## src/rtl/sram_ctrl_pkg.sv

```systemverilog
// Shared types and constants for the MEM-stage SRAM controller.
// Sequencing states and the halfword-select encoding live here.
package sram_ctrl_pkg;

    typedef enum logic [1:0] {
        IDLE = 2'd0,
        LOW  = 2'd1,
        HIGH = 2'd2,
        DONE = 2'd3
    } state_t;

    localparam int   SRAM_DW   = 16;
    localparam logic HALF_LOW  = 1'b0;
    localparam logic HALF_HIGH = 1'b1;

endpackage

```

## src/rtl/sram_wait_counter.sv

```systemverilog
// Per-half wait counter: counts 0..WAIT_CYCLES-1 and wraps,
// flagging the final cycle of a half access on o_last.
module sram_wait_counter #(
    parameter int WAIT_CYCLES = 2
) (
    input  logic i_clk,
    input  logic i_rst,
    input  logic i_clr,
    input  logic i_en,
    output logic o_last
);

    // One bit minimum so a single-cycle wait still has a legal vector.
    localparam int CW = (WAIT_CYCLES > 1) ? $clog2(WAIT_CYCLES) : 1;
    localparam logic [CW-1:0] TERM = CW'(WAIT_CYCLES - 1);

    logic [CW-1:0] r_cnt;

    assign o_last = (r_cnt == TERM);

    always_ff @(posedge i_clk or posedge i_rst) begin
        if (i_rst) begin
            r_cnt <= '0;
        end else if (i_clr) begin
            r_cnt <= '0;
        end else if (i_en) begin
            r_cnt <= o_last ? '0 : r_cnt + 1'b1;
        end
    end

endmodule

```

## src/rtl/sram_controller.sv

```systemverilog
// Splits each 32-bit MEM-stage load/store into two 16-bit SRAM accesses
// (low half, then high half) and stalls the pipeline via ready meanwhile.
module sram_controller
    import sram_ctrl_pkg::*;
#(
    parameter int BASE_ADDR   = 1024,
    parameter int WAIT_CYCLES = 2,
    parameter int SRAM_AW     = 18
) (
    input  logic               clk,
    input  logic               rst,
    input  logic               rd_en,
    input  logic               wr_en,
    input  logic [31:0]        address,
    input  logic [31:0]        write_data,
    output logic [31:0]        read_data,
    output logic               ready,
    output logic [SRAM_AW-1:0] sram_addr,
    output logic [SRAM_DW-1:0] sram_dq_out,
    input  logic [SRAM_DW-1:0] sram_dq_in,
    output logic               sram_dq_oe,
    output logic               sram_we_n
);

    localparam logic [31:0] BASE = BASE_ADDR;

    state_t r_state, w_state_nxt;

    logic               r_is_wr;
    logic [SRAM_AW-2:0] r_word;
    logic [31:0]        r_wdata;
    logic [SRAM_DW-1:0] r_lo;
    logic [31:0]        r_rdata;
    logic [SRAM_AW-1:0] r_sram_addr;
    logic [SRAM_DW-1:0] r_dq_out;
    logic               r_oe;
    logic               r_we_n;

    logic               w_req;
    logic               w_latch;
    logic               w_last;
    logic               w_cnt_clr;
    logic               w_cnt_en;
    logic [31:0]        w_offset;
    logic [SRAM_AW-2:0] w_word_in;
    logic               w_is_wr_nxt;
    logic [SRAM_AW-2:0] w_word_nxt;
    logic [31:0]        w_wdata_nxt;
    logic               w_busy_nxt;
    logic               w_unused_bits;

    // Unsigned wrap below BASE falls out of the 32-bit subtraction.
    assign w_offset      = address - BASE;
    assign w_word_in     = w_offset[SRAM_AW:2];
    assign w_unused_bits = ^{w_offset[31:SRAM_AW+1], w_offset[1:0]};

    assign w_req   = rd_en | wr_en;
    assign w_latch = (r_state == IDLE) && w_req;

    assign w_is_wr_nxt = w_latch ? wr_en      : r_is_wr;
    assign w_word_nxt  = w_latch ? w_word_in  : r_word;
    assign w_wdata_nxt = w_latch ? write_data : r_wdata;

    assign w_cnt_clr = (r_state == IDLE) || (r_state == DONE);
    assign w_cnt_en  = (r_state == LOW)  || (r_state == HIGH);

    sram_wait_counter #(
        .WAIT_CYCLES(WAIT_CYCLES)
    ) u_wait (
        .i_clk  (clk),
        .i_rst  (rst),
        .i_clr  (w_cnt_clr),
        .i_en   (w_cnt_en),
        .o_last (w_last)
    );

    always_comb begin
        w_state_nxt = r_state;
        ready       = 1'b0;
        unique case (r_state)
            IDLE: begin
                ready = ~w_req;
                if (w_req) w_state_nxt = LOW;
            end
            LOW: begin
                if (w_last) w_state_nxt = HIGH;
            end
            HIGH: begin
                if (w_last) w_state_nxt = DONE;
            end
            DONE: begin
                ready       = 1'b1;
                w_state_nxt = IDLE;
            end
            default: begin
                w_state_nxt = IDLE;
            end
        endcase
    end

    assign w_busy_nxt = (w_state_nxt == LOW) || (w_state_nxt == HIGH);

    always_ff @(posedge clk or posedge rst) begin
        if (rst) begin
            r_state <= IDLE;
            r_is_wr <= 1'b0;
            r_word  <= '0;
            r_wdata <= '0;
        end else begin
            r_state <= w_state_nxt;
            r_is_wr <= w_is_wr_nxt;
            r_word  <= w_word_nxt;
            r_wdata <= w_wdata_nxt;
        end
    end

    // Pin registers are loaded from the next state so they are valid
    // for every cycle of LOW and HIGH, including the first.
    always_ff @(posedge clk or posedge rst) begin
        if (rst) begin
            r_sram_addr <= '0;
            r_dq_out    <= '0;
            r_oe        <= 1'b0;
            r_we_n      <= 1'b1;
        end else begin
            r_oe   <= w_busy_nxt && w_is_wr_nxt;
            r_we_n <= ~(w_busy_nxt && w_is_wr_nxt);
            if (w_state_nxt == LOW) begin
                r_sram_addr <= {w_word_nxt, HALF_LOW};
                if (w_is_wr_nxt) r_dq_out <= w_wdata_nxt[15:0];
            end else if (w_state_nxt == HIGH) begin
                r_sram_addr <= {w_word_nxt, HALF_HIGH};
                if (w_is_wr_nxt) r_dq_out <= w_wdata_nxt[31:16];
            end
        end
    end

    always_ff @(posedge clk or posedge rst) begin
        if (rst) begin
            r_lo    <= '0;
            r_rdata <= '0;
        end else if (!r_is_wr && w_last) begin
            if (r_state == LOW)  r_lo    <= sram_dq_in;
            if (r_state == HIGH) r_rdata <= {sram_dq_in, r_lo};
        end
    end

    assign read_data   = r_rdata;
    assign sram_addr   = r_sram_addr;
    assign sram_dq_out = r_dq_out;
    assign sram_dq_oe  = r_oe;
    assign sram_we_n   = r_we_n;

endmodule

```

## config.mk

```make
export PLATFORM = sky130hd
export DESIGN_NAME = sram_controller
export DESIGN_NICKNAME = d
export VERILOG_FILES = /design/src/rtl/sram_ctrl_pkg.sv /design/src/rtl/sram_wait_counter.sv /design/src/rtl/sram_controller.sv
export SDC_FILE = /design/constraint.sdc
export NUM_CORES = 1
export LEC_CHECK = 0
export ABC_CLOCK_PERIOD_IN_PS = 12600
export BUFFER_PORTS_ARGS = -buffer_cell sky130_fd_sc_hd__buf_4
export CAP_MARGIN = 20
export CORE_ASPECT_RATIO = 0.8
export CORE_UTILIZATION = 41
export DETAILED_ROUTE_END_ITERATION = 10
export HOLD_SLACK_MARGIN = 0.08
export PLACE_DENSITY = 0.71
export SYNTH_ARGS = -nofsm -noshare
export SYNTH_HDL_FRONTEND = slang
export SYNTH_HIERARCHICAL = 1
export SYNTH_SLANG_ARGS = --single-unit
```

## constraint.sdc

```tcl
create_clock -name clk -period 12.6 [get_ports clk]
set_input_delay 3.78 -clock clk [delete_from_list [all_inputs] [get_ports clk]]
set_output_delay 3.78 -clock clk [all_outputs]
set_load 0.01 [all_outputs]
```

## Word-level counts from Yosys, hierarchy flattened

Cells that the tools add are included.

- Divide/modulo/power cells: 0
- $lt $le $gt $ge: 0
- Bitwise operators: 3
- Shift-type cells: 0
- Reduce and logical (&&, ||, !) cells: 13
- Equality and inequality tests: 7
- Add/subtract/negate cells: 2
- Multiplexer cells: 17
- Multiply operators: 0

Operator list:

| kind | number |
|---|---|
| two-way mux 16 bit | 4 |
| two-way mux 18 bit | 2 |
| two-way mux 32 bit | 1 |
| subtractor 19 x 11 -> 19 bit, second input constant | 1 |
| two-way mux 17 bit | 1 |
| one-hot mux 2 bit (4 select lines) | 1 |
| equality test 2 bit, second input constant | 3 |
| two-way mux 2 bit | 3 |
| equality test 2 x 1 -> 1 bit, second input constant | 2 |
| two-way mux 1 bit | 4 |
| != test 2 bit, second input constant | 2 |
| AND reduction 2 bit | 2 |
| nonzero test 2 bit | 2 |
| logical AND 1 bit | 3 |
| logical OR 1 bit | 3 |
| AND reduction 3 bit | 1 |
| zero test 2 bit | 1 |
| inverter 1 bit | 2 |
| one-hot mux 1 bit (2 select lines) | 1 |
| adder 1 bit, second input constant | 1 |
| zero test 1 bit | 1 |
| OR 1 bit | 1 |

- Logic and storage cells: 53
- Output and inout bits: 69
- Memories: 0
- Bits in registers: 137
- Bits in latches: 0
- Bits in writable memories: 0
- Bits in read-only memories: 0

## Longest topological paths before layout

- Depth after elaboration: 7
- Gate-level depth with buffers: 12
- Depth with buffers taken out: 10

## Hierarchy

Netlist, hierarchy kept.

By module, submodules not included:

| module | area an instance (µm²) | seq. area each (µm²) | cells an instance | instances |
|---|---|---|---|---|
| sram_controller | 5,800.6 | 3,404.5 | 457 | 1 |
| sram_wait_counter | 41.3 | 25.0 | 4 | 1 |

## Worst setup path before layout

OpenSTA, ideal clock, no wires.

- Kind: input to output
- From: input port rd_en
- To: output port ready
- Data required time: 8.820 ns
- Stages: 3
- Data arrival time: 4.132 ns
- Slack: 4.688 ns
- Cell sequence: nor2_1 a21oi_1 nor2_1

- Cells in the longest elaborated chain, start to end: 3

Ends and longest elaborated chain:

| what | RTL line | text |
|---|---|---|
| start: declaration | sram_controller.sv:12 | `input logic rd_en,` |
| OR 1 bit | sram_controller.sv:57 | `assign w_req = rd_en \| wr_en;` |
| inverter 1 bit | sram_controller.sv:82 | `ready = ~w_req;` |
| one-hot mux 1 bit (2 select lines) | sram_controller.sv:80 | `unique case (r_state)` |
| end: declaration | sram_controller.sv:17 | `output logic ready,` |

Every way passes these cells.

## Worst setup path after layout

Ends and elaborated chain as after synthesis.

==> results.sh <==
export IMPL_drt_first_pass_iters=4
export IMPL_design_core_area_um2=13700
export IMPL_syn_num_nets=554
export IMPL_switching_share=0.329
export IMPL_dominantRegCellSynth="sky130_fd_sc_hd__dfrtp_1"
export IMPL_detailroute_via_count=3863
export IMPL_syn_mean_instance_area_um2=12.7
export IMPL_grt_pass1_vias=4056
export IMPL_detail_route_wl_per_cell_um=15.3
export IMPL_slew_limit_headroom=0.305
export IMPL_ctsLongestPathBuffers=2
export IMPL_fin_skew_ns=0.00775
export IMPL_fin_setup_tns_ns=0
export IMPL_yosysMostFrequentCell="sky130_fd_sc_hd__dfrtp_1"
export IMPL_cts_inserted_buffers=17
export IMPL_antenna_violating_nets_post_route=0
export IMPL_worstSkewPairLatency_ns=0.41
export IMPL_ys_seq_elements=137
export IMPL_number_of_library_cell_types_mapped_by_synthesis=38
export IMPL_drive_gt1_frac=0.443
export IMPL_hold_ws_ns=0.464
export IMPL_critPathCaptureType="primary output"
export IMPL_floorplan_rows=38
export IMPL_power_frac_seq=0.338
export IMPL_synthTopCellsByArea="sky130_fd_sc_hd__dfrtp_1 58%, sky130_fd_sc_hd__mux2_2 13%, sky130_fd_sc_hd__nand2_1 8.7%, sky130_fd_sc_hd__mux4_2 6.2%, sky130_fd_sc_hd__mux2_4 2.6%"
export IMPL_vias_per_cell=4.88
export IMPL_sum_of_net_half_perimeters_after_detailed_placement_um=8220
export IMPL_irDropWorstVdd_v=0.000137
export IMPL_critPathArrivalTime_ns=4.40
export IMPL_finalSetupViolCount=0
export IMPL_overflow=0
export IMPL_die_area_um2=14700
export IMPL_synth_warning_count=6
export IMPL_timing_critical_path_from_type="input port"
export IMPL_cts_resized_gates=0
export IMPL_regArea_um2=3430
export IMPL_initial_utilization=0.425
export IMPL_fmax_ghz=0.122
export IMPL_htreeDepth=4
export IMPL_final_max_slew_violation_count=0
export IMPL_area_delta_synth_final_pct=30.3
export IMPL_worstPathRequired_ns=8.82
export IMPL_postCtsSetupBuffers=0
export IMPL_number_of_antenna_violations_at_the_first_check_in_global_routing=0
export IMPL_design_final_nets=694
export IMPL_grt_start_max_net_pins=71
export IMPL_async_flop_share=1.00
export IMPL_global_route_wire_length_before_repair_um=20000
export IMPL_route_final_wire_length_um=12100
export IMPL_maxCapViolCount=0
export IMPL_mappedNetlistArea_um2=5840
export IMPL_outcome="complete, no violations"
export IMPL_root_buffer="sky130_fd_sc_hd__clkbuf_16"
export IMPL_route_detailed_drc=0
export IMPL_fillCellCount=1150
export IMPL_clock_sinks=137
export IMPL_cell_internal_pwr_uw=1550
export IMPL_place_port_buffers=137
export IMPL_layout_min_cycle_time_ns=8.18
export IMPL_gp_congestion=0.774
export IMPL_cts_hold_fix_buffers=0
export IMPL_share_clk_of_total_power=0.206
export IMPL_insertedDiodeCount=0
export IMPL_design_portCount=153
export IMPL_top_area_cell_type_share_of_the_netlist_area=0.583
export IMPL_ratio_of_final_minimum_period_to_clock_period=0.649
export IMPL_timing_worst_slew_pin_value_ns=1.04
export IMPL_grt_setup_unrepaired="false"
export IMPL_hold_violations=0
export IMPL_gr_usage_all_layers=0.178
export IMPL_synth_top_cells_by_count="136 x sky130_fd_sc_hd__dfrtp_1, 135 x sky130_fd_sc_hd__nand2_1, 67 x sky130_fd_sc_hd__mux2_2"
export IMPL_yosysSeqAreaShare=0.587
export IMPL_hold_class="reg -> reg"
export IMPL_detailedRoute_firstIterationViolations=154
export IMPL_total_switching_power_uw=761
export IMPL_netlist_instances=461
export IMPL_fp_dieH_um=109
export IMPL_synth_edff_count=0
export IMPL_synth_area_leader_cell="sky130_fd_sc_hd__dfrtp_1"
export IMPL_floorplan_die_width_um=135
export IMPL_multi_input_area_um2=2270
export IMPL_leakagePower_uw=0.00368
export IMPL_combPwrFrac=0.455
export IMPL_power_density_nw_per_um2=303
export IMPL_tritoncts="built"
export IMPL_critical_path_peak_fanout=5
export IMPL_clk_pin_slew_worst_paths_ns=0.05
export IMPL_criticalPathCategory="in -> out"
## worst max-delay path, stage by stage
cell                      delay, ns
sky130_fd_sc_hd__buf_4         0.13
sky130_fd_sc_hd__nor2_1        0.15
sky130_fd_sc_hd__a21oi_1       0.10
sky130_fd_sc_hd__nor2_1        0.10
sky130_fd_sc_hd__buf_4         0.13
## placed cells by master (no fill, tap or decap), types with 2 or more instances in the layout
cell	Yosys	layout
sky130_fd_sc_hd__dfrtp_1	136	136
sky130_fd_sc_hd__a31oi_1	2	2
sky130_fd_sc_hd__buf_4	1	141
sky130_fd_sc_hd__mux2_4	10	10
sky130_fd_sc_hd__nor2b_1	2	2
sky130_fd_sc_hd__clkbuf_16	0	17
sky130_fd_sc_hd__ha_1	9	9
sky130_fd_sc_hd__xor2_1	2	2
sky130_fd_sc_hd__clkinvlp_4	0	2
sky130_fd_sc_hd__o221ai_1	2	2
sky130_fd_sc_hd__nand2_1	135	135
sky130_fd_sc_hd__clkbuf_8	0	6
sky130_fd_sc_hd__o21ai_0	7	6
sky130_fd_sc_hd__inv_1	9	8
sky130_fd_sc_hd__o21a_1	3	3
sky130_fd_sc_hd__nand2b_1	2	2
sky130_fd_sc_hd__clkinv_2	0	2
sky130_fd_sc_hd__a21oi_1	4	4
sky130_fd_sc_hd__o31ai_1	3	3
sky130_fd_sc_hd__nor2_1	12	12
sky130_fd_sc_hd__mux4_2	16	16
sky130_fd_sc_hd__mux2_2	67	67
sky130_fd_sc_hd__nor3_1	3	3
sky130_fd_sc_hd__xnor2_1	2	2
## state kept, by name (all words and copies together) (netlist names), 2 cells and up
signal,flops
r_lo,16
r_state,2
r_wdata,32
r_word,17
read_data,32
sram_addr,18
sram_dq_out,16
## final timing paths
kind / cells after the start / slack (ns) / from / end
max: 5 / 4.42 / rd_en / ready
min: 2 / 0.46 / r_word[3] / r_word[3]
max reg2reg: 10 / 9.46 / r_state[1] / sram_dq_out[13]
min reg2reg: 2 / 0.46 / r_word[3] / r_word[3]
max in group asynchronous: 3 / 7.85 / rst / r_wdata[20]
min in group asynchronous: 2 / 3.24 / rst / u_wait/o_last
## stage by stage
step | util | instance area (µm²) | total power, µW | cells | worst slack, ns
3_5_place_dp | 0.511 | 7020 | 1840 | 761 | 4.44
4_1_cts | 0.553 | 7600 | 2330 | 791 | 4.43
5_1_grt | 0.554 | 7610 | 2470 | 792 | 4.36
6_report | 0.554 | 7610 | 2310 | 792 | 4.42
2_1_floorplan | - | 5840 | 1510 | 461 | 4.69
3_3_place_gp | 0.511 | 7020 | 1790 | 761 | 4.43
## cell type report
| class | count | share of cell area |
|---|---|---|
| multi-input cells | 293 | 0.298 |
| clock inverters | 6 | 0.00838 |
| flip-flops and latches | 137 | 0.450 |
| repair buffers | 142 | 0.141 |
| clock buffers | 24 | 0.0672 |
| inverters | 10 | 0.00559 |
| well taps | 180 | 0.0296 |
## metal layers
metal	vias to the layer above	track usage	wire, µm
li1	1854	-	-
met1	1919	0.220	5270
met2	72	0.295	6140
met3	18	0.0581	561
met4	0	0.0610	170
met5	-	0	0
## power groups by stage
stage               logic, µW  registers, µW  clock network, µW
global route             1150            808                508
CTS                      1060            783                487
floorplan                 694            817                  0
detailed placement       1060            787                  0
finish                   1050            781                477
global placement         1020            773                  0
## logic make-up (layout without fill, tap and decap cells)
family	after synthesis	in the layout	share of synthesized area
adders and majority gates	9	9	0.0193
and+or+nand+nor	159	159	0.108
muxes	93	93	0.217
AOI/OAI and AO/OA	28	28	0.0364
DFF	137	137	0.587
xor gates and xnor gates	4	4	0.00600
buffers and inverters	31	182	0.0268
Power figures use the tool's default switching activity.
